===== config.mk =====
export PLATFORM = sky130hd
export DESIGN_NAME = imem_boot_loader
export DESIGN_NICKNAME = d
export VERILOG_FILES = /design/src/rtl/imem_boot_loader.sv
export SDC_FILE = /design/constraint.sdc
export NUM_CORES = 1
export LEC_CHECK = 0
export CORE_ASPECT_RATIO = 2
export CORE_UTILIZATION = 44
export DETAILED_ROUTE_END_ITERATION = 10
export HOLD_SLACK_MARGIN = 0.02
export MAX_ROUTING_LAYER = met4
export PLACE_DENSITY = 0.81
export RECOVER_POWER = 50
export SLEW_MARGIN = 20
export SYNTH_ARGS = -nofsm -noshare
export SYNTH_HDL_FRONTEND = slang
export SYNTH_SLANG_ARGS = --single-unit
export TNS_END_PERCENT = 50

===== constraint.sdc =====
create_clock -name clk_i -period 2 [get_ports clk_i]
set_input_delay 0.4 -clock clk_i [delete_from_list [all_inputs] [get_ports clk_i]]
set_output_delay 0.4 -clock clk_i [all_outputs]
set_load 0.05 [all_outputs]

===== src/rtl/imem_boot_loader.sv =====
// Boot loader: assembles a little-endian byte stream into 32-bit words, writes
// them to instruction memory and holds the core in reset until the image is complete.
module imem_boot_loader #(
  parameter int DEPTH  = 64,
  parameter int ADDR_W = 6
) (
  input  logic              clk_i,
  input  logic              rst_i,
  input  logic              start_i,
  input  logic [ADDR_W:0]   word_count_i,
  input  logic [7:0]        byte_in_i,
  input  logic              byte_valid_i,
  output logic              byte_ready_o,
  output logic              imem_we_o,
  output logic [ADDR_W-1:0] imem_addr_o,
  output logic [31:0]       imem_wdata_o,
  output logic              core_rst_o,
  output logic              busy_o,
  output logic              done_o,
  output logic              err_o
);

  typedef enum logic [1:0] {
    IDLE,
    RECV,
    WRITE,
    DONE
  } state_e;

  localparam logic [ADDR_W:0] DepthW = (ADDR_W+1)'(DEPTH);

  state_e            state_q, state_d;
  logic [ADDR_W:0]   count_q, count_d;
  logic [ADDR_W-1:0] wcnt_q, wcnt_d;
  logic [1:0]        idx_q, idx_d;
  logic [31:0]       buf_q, buf_d;
  logic              core_rst_q, core_rst_d;
  logic              err_q, err_d;
  logic              count_legal;
  logic              last_word;

  assign count_legal = (word_count_i != '0) && (word_count_i <= DepthW);
  // Compared in ADDR_W+1 bits so a full-depth load never needs the counter to wrap.
  assign last_word   = ({1'b0, wcnt_q} == (count_q - (ADDR_W+1)'(1)));

  always_ff @(posedge clk_i) begin
    if (rst_i) begin
      state_q    <= IDLE;
      count_q    <= '0;
      wcnt_q     <= '0;
      idx_q      <= '0;
      buf_q      <= '0;
      core_rst_q <= 1'b1;
      err_q      <= 1'b0;
    end else begin
      state_q    <= state_d;
      count_q    <= count_d;
      wcnt_q     <= wcnt_d;
      idx_q      <= idx_d;
      buf_q      <= buf_d;
      core_rst_q <= core_rst_d;
      err_q      <= err_d;
    end
  end

  always_comb begin
    state_d    = state_q;
    count_d    = count_q;
    wcnt_d     = wcnt_q;
    idx_d      = idx_q;
    buf_d      = buf_q;
    core_rst_d = core_rst_q;
    err_d      = err_q;

    case (state_q)
      IDLE: begin
        if (start_i) begin
          if (count_legal) begin
            err_d      = 1'b0;
            core_rst_d = 1'b1;
            count_d    = word_count_i;
            wcnt_d     = '0;
            idx_d      = '0;
            state_d    = RECV;
          end else begin
            err_d = 1'b1;
          end
        end
      end
      RECV: begin
        // byte_ready is constant high here, so valid alone completes the handshake.
        if (byte_valid_i) begin
          buf_d[{idx_q, 3'b000} +: 8] = byte_in_i;
          idx_d = idx_q + 2'd1;
          if (idx_q == 2'd3) begin
            state_d = WRITE;
          end
        end
      end
      WRITE: begin
        if (last_word) begin
          state_d = DONE;
        end else begin
          wcnt_d  = wcnt_q + ADDR_W'(1);
          state_d = RECV;
        end
      end
      DONE: begin
        core_rst_d = 1'b0;
        state_d    = IDLE;
      end
      default: state_d = IDLE;
    endcase
  end

  assign byte_ready_o = (state_q == RECV);
  assign imem_we_o    = (state_q == WRITE);
  assign imem_addr_o  = wcnt_q;
  assign imem_wdata_o = buf_q;
  assign core_rst_o   = core_rst_q;
  assign busy_o       = (state_q != IDLE);
  assign done_o       = (state_q == DONE);
  assign err_o        = err_q;

endmodule


Yosys cells after proc, flatten, opt, wreduce, memory -nomap -nowiden
Index checks and enable logic that the tools add are counted.
{"block": "totals", "reg_bits": 51, "output_inout_bits": 44, "word_cells": 57}
{"block": "op_classes", "add_sub_neg": 4, "n_lt_le_gt_ge": 1, "eq_ne": 10, "shifts": 2, "muxes": 19, "n_reduce_logical": 14}
{"cell": "32-bit bitwise mux", "n": 1}
{"cell": "8-bit by 7-bit variable shift with 32-bit output (first input constant)", "n": 1}
{"cell": "8-bit by 7-bit indexed part select with 32-bit output", "n": 1}
{"cell": "6-bit two-way mux", "n": 3}
{"cell": "2-bit two-way mux", "n": 8}
{"cell": "6-bit one-hot mux with 2 select lines", "n": 1}
{"cell": "4-bit AND reduction", "n": 3}
{"cell": "2-bit != test (second input constant)", "n": 4}
{"cell": "2-bit one-hot mux with 4 select lines", "n": 1}
{"cell": "2-bit nonzero test", "n": 4}
{"cell": "6-bit by 7-bit equality test with 1-bit output", "n": 1}
{"cell": "7-bit less-or-equal comparator (second input constant)", "n": 1}
{"cell": "5-bit negator with 7-bit output", "n": 1}
{"cell": "7-bit nonzero test", "n": 1}
{"cell": "7-bit by 1-bit subtractor with 7-bit output (second input constant)", "n": 1}
{"cell": "6-bit by 1-bit adder with 6-bit output (second input constant)", "n": 1}
{"cell": "2-bit equality test (second input constant)", "n": 3}
{"cell": "3-bit AND reduction", "n": 2}
{"cell": "2-bit one-hot mux with 2 select lines", "n": 1}
{"cell": "2-bit AND reduction", "n": 2}
{"cell": "1-bit two-way mux", "n": 3}
{"cell": "2-bit by 1-bit adder with 2-bit output (second input constant)", "n": 1}
{"cell": "2-bit by 1-bit equality test with 1-bit output (second input constant)", "n": 1}
{"cell": "2-bit logical NOT", "n": 1}
{"cell": "3 further kinds", "n": 3}

Logic depth before layout (Yosys ltp)
{"block": "depth", "ltp_word": 5, "depth_mapped": 7, "mapped_depth_nobuf": 7}

Least setup slack after synthesis
No wires, ideal clock.
{"block": "synth_path", "path_kind": "register to register", "startpoint": "register wcnt_q[2] (netlist: imem_addr_o[2])", "endpoint": "register wcnt_q[2] (netlist: imem_addr_o[2])", "setup_ns": 0.138, "arrival_time_ns": 1.800, "slack_ns": 0.061, "stages_incl_launch_ff": 7, "period_less_slack_ns": 1.939, "cell_sequence": "dfxtp_1 buf_2 nand3_1 a221o_1 and2_1 o31ai_1 a41oi_1"}
{"block": "synth_via", "elab_chain_len": 3}
{"item": "from (decl)", "line": "34", "source": "logic [ADDR_W-1:0] wcnt_q, wcnt_d;"}
{"item": "from (signal assigned)", "line": "58", "source": "wcnt_q <= wcnt_d;"}
{"item": "6-bit by 1-bit adder with 6-bit output or 6-bit by 7-bit equality test with 1-bit output (tied branches)", "line": "104, 44"}
{"item": "6-bit two-way mux or 2-bit != test (tied branches)"}
{"item": "6-bit one-hot mux with 2 select lines or 4-bit AND reduction (tied branches)"}
Parallel ways exist; a longest one is shown, timed or not. The select of a mux whose other input is x is not followed.
A chain may end at the register's enable or synchronous reset.

Final worst setup path
{"block": "layout_path", "startpoint": "input port word_count_i[1]", "endpoint": "register core_rst_q (netlist: core_rst_o)"}
{"block": "layout_via", "elab_chain_len": 4}
{"item": "from (decl)", "line": "10", "source": "input logic [ADDR_W:0] word_count_i,"}
{"item": "7-bit less-or-equal comparator or 7-bit nonzero test (tied branches)", "line": "42", "source": "assign count_legal = (word_count_i != '0) && (word_count_i <= DepthW);"}
{"item": "1-bit logical AND *", "line": "42"}
{"item": "2-bit != test (no source line) *"}
{"item": "3-bit AND reduction (no source line) *"}
{"item": "to (signal assigned)", "line": "61", "source": "core_rst_q <= core_rst_d;"}
{"item": "to (decl)", "line": "37", "source": "logic core_rst_q, core_rst_d;"}
Mark *: on every way between the ends. The rest lies on a longest branch, timed or not.

==> qor.txt <==
Status -> completed
CP max stage delay -> 0.54 ns
CTS Root Cell -> clkbuf_8
WL final -> 7060 um
N_diodes -> 0
Port bufs -> 62
PwrDens -> 610.3 nW/um2
Final Slew Violations -> 0
CP endpoint kind -> flop
Layout cells sized above 1 -> 14.21%
Remaining routing DRC violations -> 0
FF+latch count, synth -> 51
Area growth from synthesis to layout -> 40.17%
Worst vdd ir -> 0.0007302 V
Depth of the CTS H-tree -> 2
Crit. path cell count -> 7
Grt ovf -> 0
Ys async rst share -> 0%
# IOs -> 63
RSZ-0062 raised after global routing -> true
Crit path buffers/inverters -> 3
WL/cell -> 16.30 um
Family with the most delay on the worst path -> simple AND/OR/NAND/NOR gates
CP startpoint kind -> input port
Latest clock arrival within the worst-skew pair -> 0.30 ns
Final std cells w/o fill -> 433
Initial antenna violation count -> 0
Worst hold path class -> reg2reg
Final hold slack -> 0.4524 ns
CTS tree -> done
Synth unique cells -> 43
Final nets -> 400
GRT busiest layer -> met2
Inst Count DP -> 422
Req. time, crit path -> 2.19 ns
DIE AREA -> 5847 um2
Maxcap violations -> 0
Worst-path maximum fanout -> 7
Die width -> 54.58 um
Dpl hpwl -> 5157 um
Final Skew -> 0.005131 ns
Synthesized instance count -> 296
F_max -> 0.5061 GHz
Cell area after placement -> 3218 um2
CTS Buf Count -> 5
Worst Tran Pin Value -> 0.5923 ns
Vias in the first global route -> 2393
Number of enable flip-flop cells after synthesis -> 0
Via/cell ratio -> 5.801
Clk pin slew, worst setup/hold paths -> 0.09 ns
First-pass GRT wire length -> 10780 um
Tot GR Track Use -> 25.90%
Max clock buf depth -> 2
DR iter-0 viols -> 53
Final hold vios -> 0
CP max-delay cell -> or4_4
Post-Syn Area per Cell -> 8.217 um2
Post-DRT Antenna Nets -> 0
Met1 global-route usage -> 22.96%
Starting Density -> 45.27%
Sequential-to-total area share from yosys stat -> 41.98%
Post-Syn Nets -> 323
Core Area -> 5373 um2
Lkg Pwr -> 1.282 nW
Fillers -> 472
Row count -> 38
Met2 usage in global routing -> 48.17%
Crit Path Class -> in2reg
Synth Flop Type -> dfxtp_1
Hold path cells -> 2
DIE HEIGHT -> 107.1 um
GPL Wtd Cong -> 0.9223
Via count -> 2512
Tcrit/Tclk final -> 98.79%
CTS sink cnt -> 51
Relative slew margins -> 60.68%
DR pass1 iterations -> 4
Worst reg-to-reg path cell count -> 7
GR Layer Usage met3 -> 3.404%
Largest net degree at the start of global routing -> 54
Yosys Warn Count -> 0
Data arrival, critical path -> 2.17 ns
Cell Chain, Critical Path -> dlygate4sd2_1 > or4_4 > or3_4 > buf_6 > nand3_4 > inv_2 > a211o_1
Fin crit period -> 1.976 ns
Setup violators final -> 0
Final instance area -> 3410 um2
Cell Area, Synth -> 2432 um2
Fin Setup TNS -> 0 ns
## worst min-delay path, cell delays in order, from the launching register on
cell	delay [ns]
dfxtp_1	0.32
nand2_1	0.05
a21oi_1	0.05
## per-stage QoR
stage / setup WS, ns / utilization, % / power, mW
after floorplan: 0.06147 / - / 1.237
after global placement: -0.4222 / 59.90 / 1.366
after detailed placement: -0.4964 / 59.90 / 1.376
after CTS: 0.01570 / 62.20 / 2.059
after global routing: -0.01379 / 63.46 / 2.141
final: 0.02417 / 63.46 / 2.081
## Yosys cell counts, drive strengths merged, types with 7 or more instances
cell type | number | share of area [%]
nor2 | 11 | 1.7
inv | 9 | 1.4
nor3 | 8 | 1.6
a21oi | 41 | 8.4
clkbuf | 11 | 1.7
dfxtp | 51 | 42
nand2 | 45 | 6.9
nand3 | 39 | 8.2
and3 | 7 | 1.8
ha | 8 | 4.1
mux2i | 7 | 2.9
## cells in the final DEF (no fill, tap or decap), drive strengths merged, types with 4 or more instances in the layout
cell,count
a21oi,41
a31oi,4
and3,7
buf,20
clkbuf,16
clkdlybuf4s50,39
dfxtp,51
dlygate4sd3,9
ha,8
inv,9
mux2i,7
nand2,45
nand3,39
nand4,5
nor2,11
nor3,8
nor3b,4
o21ai,4
o31ai,4
xnor2,5
xor2,4
## metal layers
| layer | up-vias | part of all wire [%] | routed length, um |
|---|---|---|---|
| li1 | 1199 | - | - |
| met1 | 1206 | 34 | 2409 |
| met2 | 87 | 58 | 4119 |
| met3 | 20 | 3.4 | 241 |
| met4 | 0 | 4.1 | 290 |
| met5 | - | 0 | 0 |
## flip-flops by register name, summed over array words and instances, names as in the netlist
register / cells
core_rst_o: 1
count_q: 7
err_o: 1
idx_q: 2
imem_addr_o: 6
imem_wdata_o: 32
state_q: 2
## final timing paths
path / from / end / slack [ns]
setup / recovery: word_count_i[1] / core_rst_o / 0.02
hold reg to reg: imem_wdata_o[21] / imem_wdata_o[21] / 0.45
hold / removal: imem_wdata_o[21] / imem_wdata_o[21] / 0.45
setup reg to reg: count_q[0] / imem_addr_o[2] / 0.06
## timing repair
item / CTS / global route
endpoints found under the hold margin: 0 / 0
endpoints found under the setup margin: 15 / 6
pin swaps: 7 / 7
buffers inserted: 0 / 4
hold buffers: 0 / 0
resized for setup: 7 / 16
## area by class of cell
| class | instances | area (um2) | share of cell area, % |
|---|---|---|---|
| clock inverters | 2 | 37.54 | 1.101 |
| clock buffers | 5 | 68.82 | 2.018 |
| multi-input cells | 223 | 1403 | 41.14 |
| flip-flops and latches | 51 | 1021 | 29.94 |
| repair buffers | 83 | 770.7 | 22.61 |
| well taps | 60 | 75.07 | 2.202 |
| inverters | 9 | 33.78 | 0.9908 |
## cell families (layout without fill, tap and decap cells)
family                   after synthesis  count (layout)  synth area share [%]
AO/OA/AOI/OAI                         63              63                 16.46
XOR/XNOR                               9               9                 3.241
adder cells (fa/ha/maj)                8               8                 4.115
buffers and inverters                 22              99                 3.446
flip-flops                            51              51                 41.98
multiplexers                           7               7                 2.881
AND/OR/NAND/NOR                      136             136                 27.88
## power breakdown
group / internal [mW] / switching, mW / leakage (nW)
Combinational: 0.137 / 0.193 / 0.820
Sequential: 1.03 / 0.0156 / 0.412
Clock: 0.366 / 0.338 / 0.0502
Total: 1.53 / 0.547 / 1.28
No activity file was read; power rests on OpenSTA's default activity.
==> edit 1, RTL diff (same flow settings) <==
Set the parameter `ADDR_W` to 7 (it was 6).
--- a/src/rtl/imem_boot_loader.sv
+++ b/src/rtl/imem_boot_loader.sv
@@ -2,7 +2,7 @@
 // them to instruction memory and holds the core in reset until the image is complete.
 module imem_boot_loader #(
   parameter int DEPTH  = 64,
-  parameter int ADDR_W = 6
+  parameter int ADDR_W = 7
 ) (
   input  logic              clk_i,
   input  logic              rst_i,
Interface: changed (resized imem_addr_o and word_count_i); port bits go from 63 to 65. The function was not compared with the original's and may differ.
==> edit 1 against the unedited design <==
  * The run now ends with setup timing left
  * Fmax decreased by 8.5%
  * Total power up 1.5%
  * Design area rose by 6.5%
  * Highest routed layer unchanged
  * Utilization increased by 3.5 points
  * Clock skew is 4.1 ps higher
  * Die area increased by 2.0%
  * Critical endpoint is now imem_addr_o[0]
  * Global-route usage rose by 0.14 points
  * Routed wire length is 4.1% higher
  * Synthesized area up 2.1%
  * Sequential cell count grew 2
  * Register-to-register slack worse by 220 ps
  * Worst setup slack worse by 180 ps
==> edit 1: results (changes against the unedited design) <==
{| class="wikitable"
! Metric !! Value
|-
| Run status || finished with violations
|-
| Violated checks || setup timing
|-
| Largest clock skew in the final design || 9.25 ps (+4.12 ps)
|-
| Peak supply drop || 0.000744 V (+1.9%)
|-
| Total clock network power || 764 uW (+8.5%)
|-
| Max stage delay on crit path || 380 ps (-160 ps)
|-
| Gate family responsible for the most delay along the worst path || compound AO/OA/AOI/OAI gates
|-
| Post-Route Hold Slack || 419 ps (-33.9 ps)
|-
| # port buffers || 64 (+3.2%)
|-
| Final setup slack of the worst path || -159 ps (-184 ps)
|-
| Post-synthesis compound-gate area fraction || 15.0% (-1.5 points)
|-
| Detailed placer's ending HPWL || 5390 um (+4.5%)
|-
| Metal1 wirelength || 2490 um (+3.4%)
|-
| Synthesized area per cell || 8.27 um^2 (+0.70%)
|-
| Slowest CP cell || a222oi_1
|-
| Synth area leaders || dfxtp_1 (43%), nand3_1 (7.7%), a21oi_1 (7.5%), nand2_1 (6.5%), ha_1 (4.0%)
|-
| Number of endpoints failing setup at the final stage || 8 (+8)
|-
| Routed wire length per instance || 16.0 um (-1.8%)
|-
| Class of the most critical setup path || reg -> reg
|-
| Number of buffers added for setup after CTS || 3 (+3)
|-
| Min-delay src || word_count_i[1]
|-
| Initial drt markers || 54 (+1.9%)
|-
| Largest net degree at the start of global routing || 21 (-61%)
|-
| Sw Share || 24.1% (-2.1 points)
|-
| Clk network pwr share || 36.2% (+2.4 points)
|-
| Highest net fanout along the worst path || 6 (-1)
|-
| Placed Instances || 447 (+5.9%)
|-
| Net count after synthesis || 328 (+1.5%)
|-
| Aggregate negative setup slack || -883 ps (-883 ps)
|-
| Worst min-delay path endpoint || count_q[1]
|-
| Cell Area, Placed || 3460 um^2 (+7.6%)
|-
| Worst Setup EP || imem_addr_o[0]
|-
| GR Util All Layers || 26.0% (+0.14 points)
|-
| Nets || 426 (+6.5%)
|-
| Endpoint arrival time on the critical path || 2370 ps (+200 ps)
|-
| Endpoint of the most critical register-to-register path || imem_addr_o[0]
|-
| WL met2 || 4240 um (+2.9%)
|-
| Gp weighted congestion || 0.929 (+0.72%)
|-
| Top sig layer || met4
|-
| Path category of the worst min-delay check || in -> reg
|-
| Headroom to the max-slew limit || 60.5% (-0.22 points)
|-
| Met3 capacity usage during global routing || 3.66% (+0.25 points)
|-
| Part of the Yosys area used for sequential elements || 42.7% (+0.77 points)
|-
| Resized cells post-CTS || 29 (+22)
|-
| Distinct cell type count after synthesis || 48 (+12%)
|-
| Count of cells along the worst register-to-register path || 8 (+1)
|-
| Static power due to leakage || 1.34 nW (+4.8%)
|-
| Post-Synth XOR/XNOR Area || 2.82% (-0.42 points)
|-
| Commonest cells post-synth || dfxtp_1 (53), nand2_1 (43), nand3_1 (38)
|-
| Count of cells along the worst hold path || 4 (+2)
|-
| GR met1 Demand/Resource || 22.3% (-0.69 points)
|-
| Ratio of cells with drive above 1 in the final layout || 19.3% (+5.1 points)
|-
| Total wire length after detailed routing || 7350 um (+4.1%)
|}
edit 1: changes by cell type after synthesis, sizes merged, moves of 3 or more:
| cell | before | now |
|---|---|---|
| a21oi | 41 | 38 |
| inv | 9 | 12 |
| nand4 | 5 | 1 |
| nor3 | 8 | 4 |
| o21ai | 4 | 7 |
| o31ai | 4 | 1 |
| or4 | 1 | 6 |
edit 1: through the flow:
step                worst slack [ps]  util, %
floorplan                       -317        -
global placement                -705     63.9
detailed placement              -716     63.9
CTS                             -188     66.9
global route                    -289     67.0
finish                          -159     67.0
edit 1: layout make-up:
class / count / area, um^2
fillers: 502 / 1790
multi-input cells: 223 / 1430
flip-flops and latches: 53 / 1070
repair buffers: 103 / 895
clock buffers: 7 / 86.3
well taps: 60 / 75.1
inverters: 12 / 45.0
clock inverters: 1 / 30.0
edit 1: tightest hold or removal path, cell delays in order:
cell	delay [ps]
buf_2	90
buf_4	90
mux2i_1	50
nor2_1	70
==> edit 2, RTL diff (config.mk and constraints unchanged) <==
Made on the original files. Re-encode `state_e` (4 states) as Gray code, 2 bits wide.
--- a/src/rtl/imem_boot_loader.sv
+++ b/src/rtl/imem_boot_loader.sv
@@ -21,10 +21,10 @@
 );
 
   typedef enum logic [1:0] {
-    IDLE,
-    RECV,
-    WRITE,
-    DONE
+    IDLE  = 2'b00,
+    RECV  = 2'b01,
+    WRITE = 2'b11,
+    DONE  = 2'b10
   } state_e;
 
   localparam logic [ADDR_W:0] DepthW = (ADDR_W+1)'(DEPTH);
Check against the original RTL: same outputs for any inputs over 4 cycles, from zero or initial values and one cycle with rst_i high; so few cycles prove little.
==> edit 2 against the unedited design <==
  * Design area fell by 3.8%
  * Count of clock-buffer cells in the layout increased by 1
  * Total power up 0.77%
  * Sequential power is essentially flat
  * Synthesized area decreased by 4.8%
  * Largest cell class unchanged
  * Worst setup slack improved by 34 ps
  * Routed wire length shrank 5.6%
  * Largest power group unchanged
  * Sequential cell count did not move
  * First-iteration DRC count rose by 19%
  * Critical endpoint is now imem_wdata_o[3]
  * Non-clock buffer count rose by 3
  * Die area is 4.7% lower
  * Fmax grew 1.7%
  * Clock power is 9.8% higher
==> edit 2: results (changes against the unedited design) <==
{| class="wikitable"
! Metric !! Value
|-
| Run status || finished clean
|-
| Critical register-to-register path startpoint || count_q[1]
|-
| Placed Instances || 416 (-1.4%)
|-
| Resized cells post-CTS || 9 (+2)
|-
| Average vias per placed instance || 5.66 (-2.4%)
|-
| Filler instances || 439 (-7.0%)
|-
| Core Util, Final || 64.4% (+0.96 points)
|-
| Number of buffers added for setup after CTS || 1 (+1)
|-
| Initial drt markers || 63 (+19%)
|-
| Number of search-and-repair iterations in the first detailed-routing pass || 5 (+1)
|-
| Flop2flop setup slack || 110 ps (+50 ps)
|-
| Fraction of the mapped netlist area in adder cells || 4.32% (+0.21 points)
|-
| Net count after synthesis || 312 (-3.4%)
|-
| Count of placed standard cells in the final layout, fillers left out || 426 (-1.6%)
|-
| Max stage delay on crit path || 880 ps (+340 ps)
|-
| Static power due to leakage || 1.27 nW (-0.85%)
|-
| Ratio of cells with drive above 1 in the final layout || 14.1% (-0.079 points)
|-
| Slowest CP cell || dlygate4sd3_1
|-
| Largest clock skew in the final design || 8.77 ps (+3.64 ps)
|-
| Part of the Yosys area used for sequential elements || 44.1% (+2.1 points)
|-
| Portion of total power attributed to combinational logic || 13.2% (-2.7 points)
|-
| Post-Route Hold Slack || 454 ps (+1.55 ps)
|-
| Gp weighted congestion || 0.857 (-7.1%)
|-
| Worst min-delay path endpoint || imem_wdata_o[28]
|-
| Wire length of the first global-routing pass || 10700 um (-0.70%)
|-
| Largest net degree at the start of global routing || 22 (-59%)
|-
| Highest net fanout along the worst path || 2 (-5)
|-
| Synth area leaders || dfxtp_1 (44%), a21oi_1 (9.7%), nand2_1 (9.7%), nand3_1 (8.4%), ha_1 (4.3%)
|-
| Detailed placer's ending HPWL || 5100 um (-1.1%)
|-
| Min-delay src || imem_wdata_o[28]
|-
| Headroom to the max-slew limit || 59.9% (-0.82 points)
|-
| Power Internal || 1.56 mW (+1.4%)
|-
| Routed wire length per instance || 15.6 um (-4.1%)
|-
| Fraction of synthesized area in multiplexers || 0.865% (-2.0 points)
|-
| Worst slack, placed || -459 ps (+37.2 ps)
|-
| Count of cells along the worst register-to-register path || 8 (+1)
|-
| Via count of the first global-routing pass || 2403 (+0.42%)
|-
| Worst Setup EP || imem_wdata_o[3]
|-
| Gate family responsible for the most delay along the worst path || buffers and inverters
|}
-- edit 2: cell types whose count changed after synthesis, moves of 3 or more --
cell / unedited run / this run
mux2i_1: 7 / 2
nor3_1: 8 / 4
nand4_1: 5 / 0
a21oi_1: 41 / 45
o31ai_1: 4 / 0
nand2_1: 45 / 60
nor2_1: 11 / 6
or3_1: 0 / 3
clkbuf_1: 11 / 8
-- edit 2: cell type report --
class                   instances  area share (%)
repair buffers                 86            23.3
flip-flops and latches         51            31.2
well taps                      58            2.21
clock inverters                 2            1.18
clock buffers                   6            2.52
multi-input cells             215            38.7
inverters                       8           0.915
-- edit 2: routing by layer --
metal  track usage [%]  wire, um  share of wire [%]  up-vias
met2              49.2      3940                 59       91
met4              14.3       254                3.8        0
met1              24.3      2210                 33     1137
li1                  -         -                  -     1163
met3              3.64       249                3.7       21
met5                 -         0                  0        -
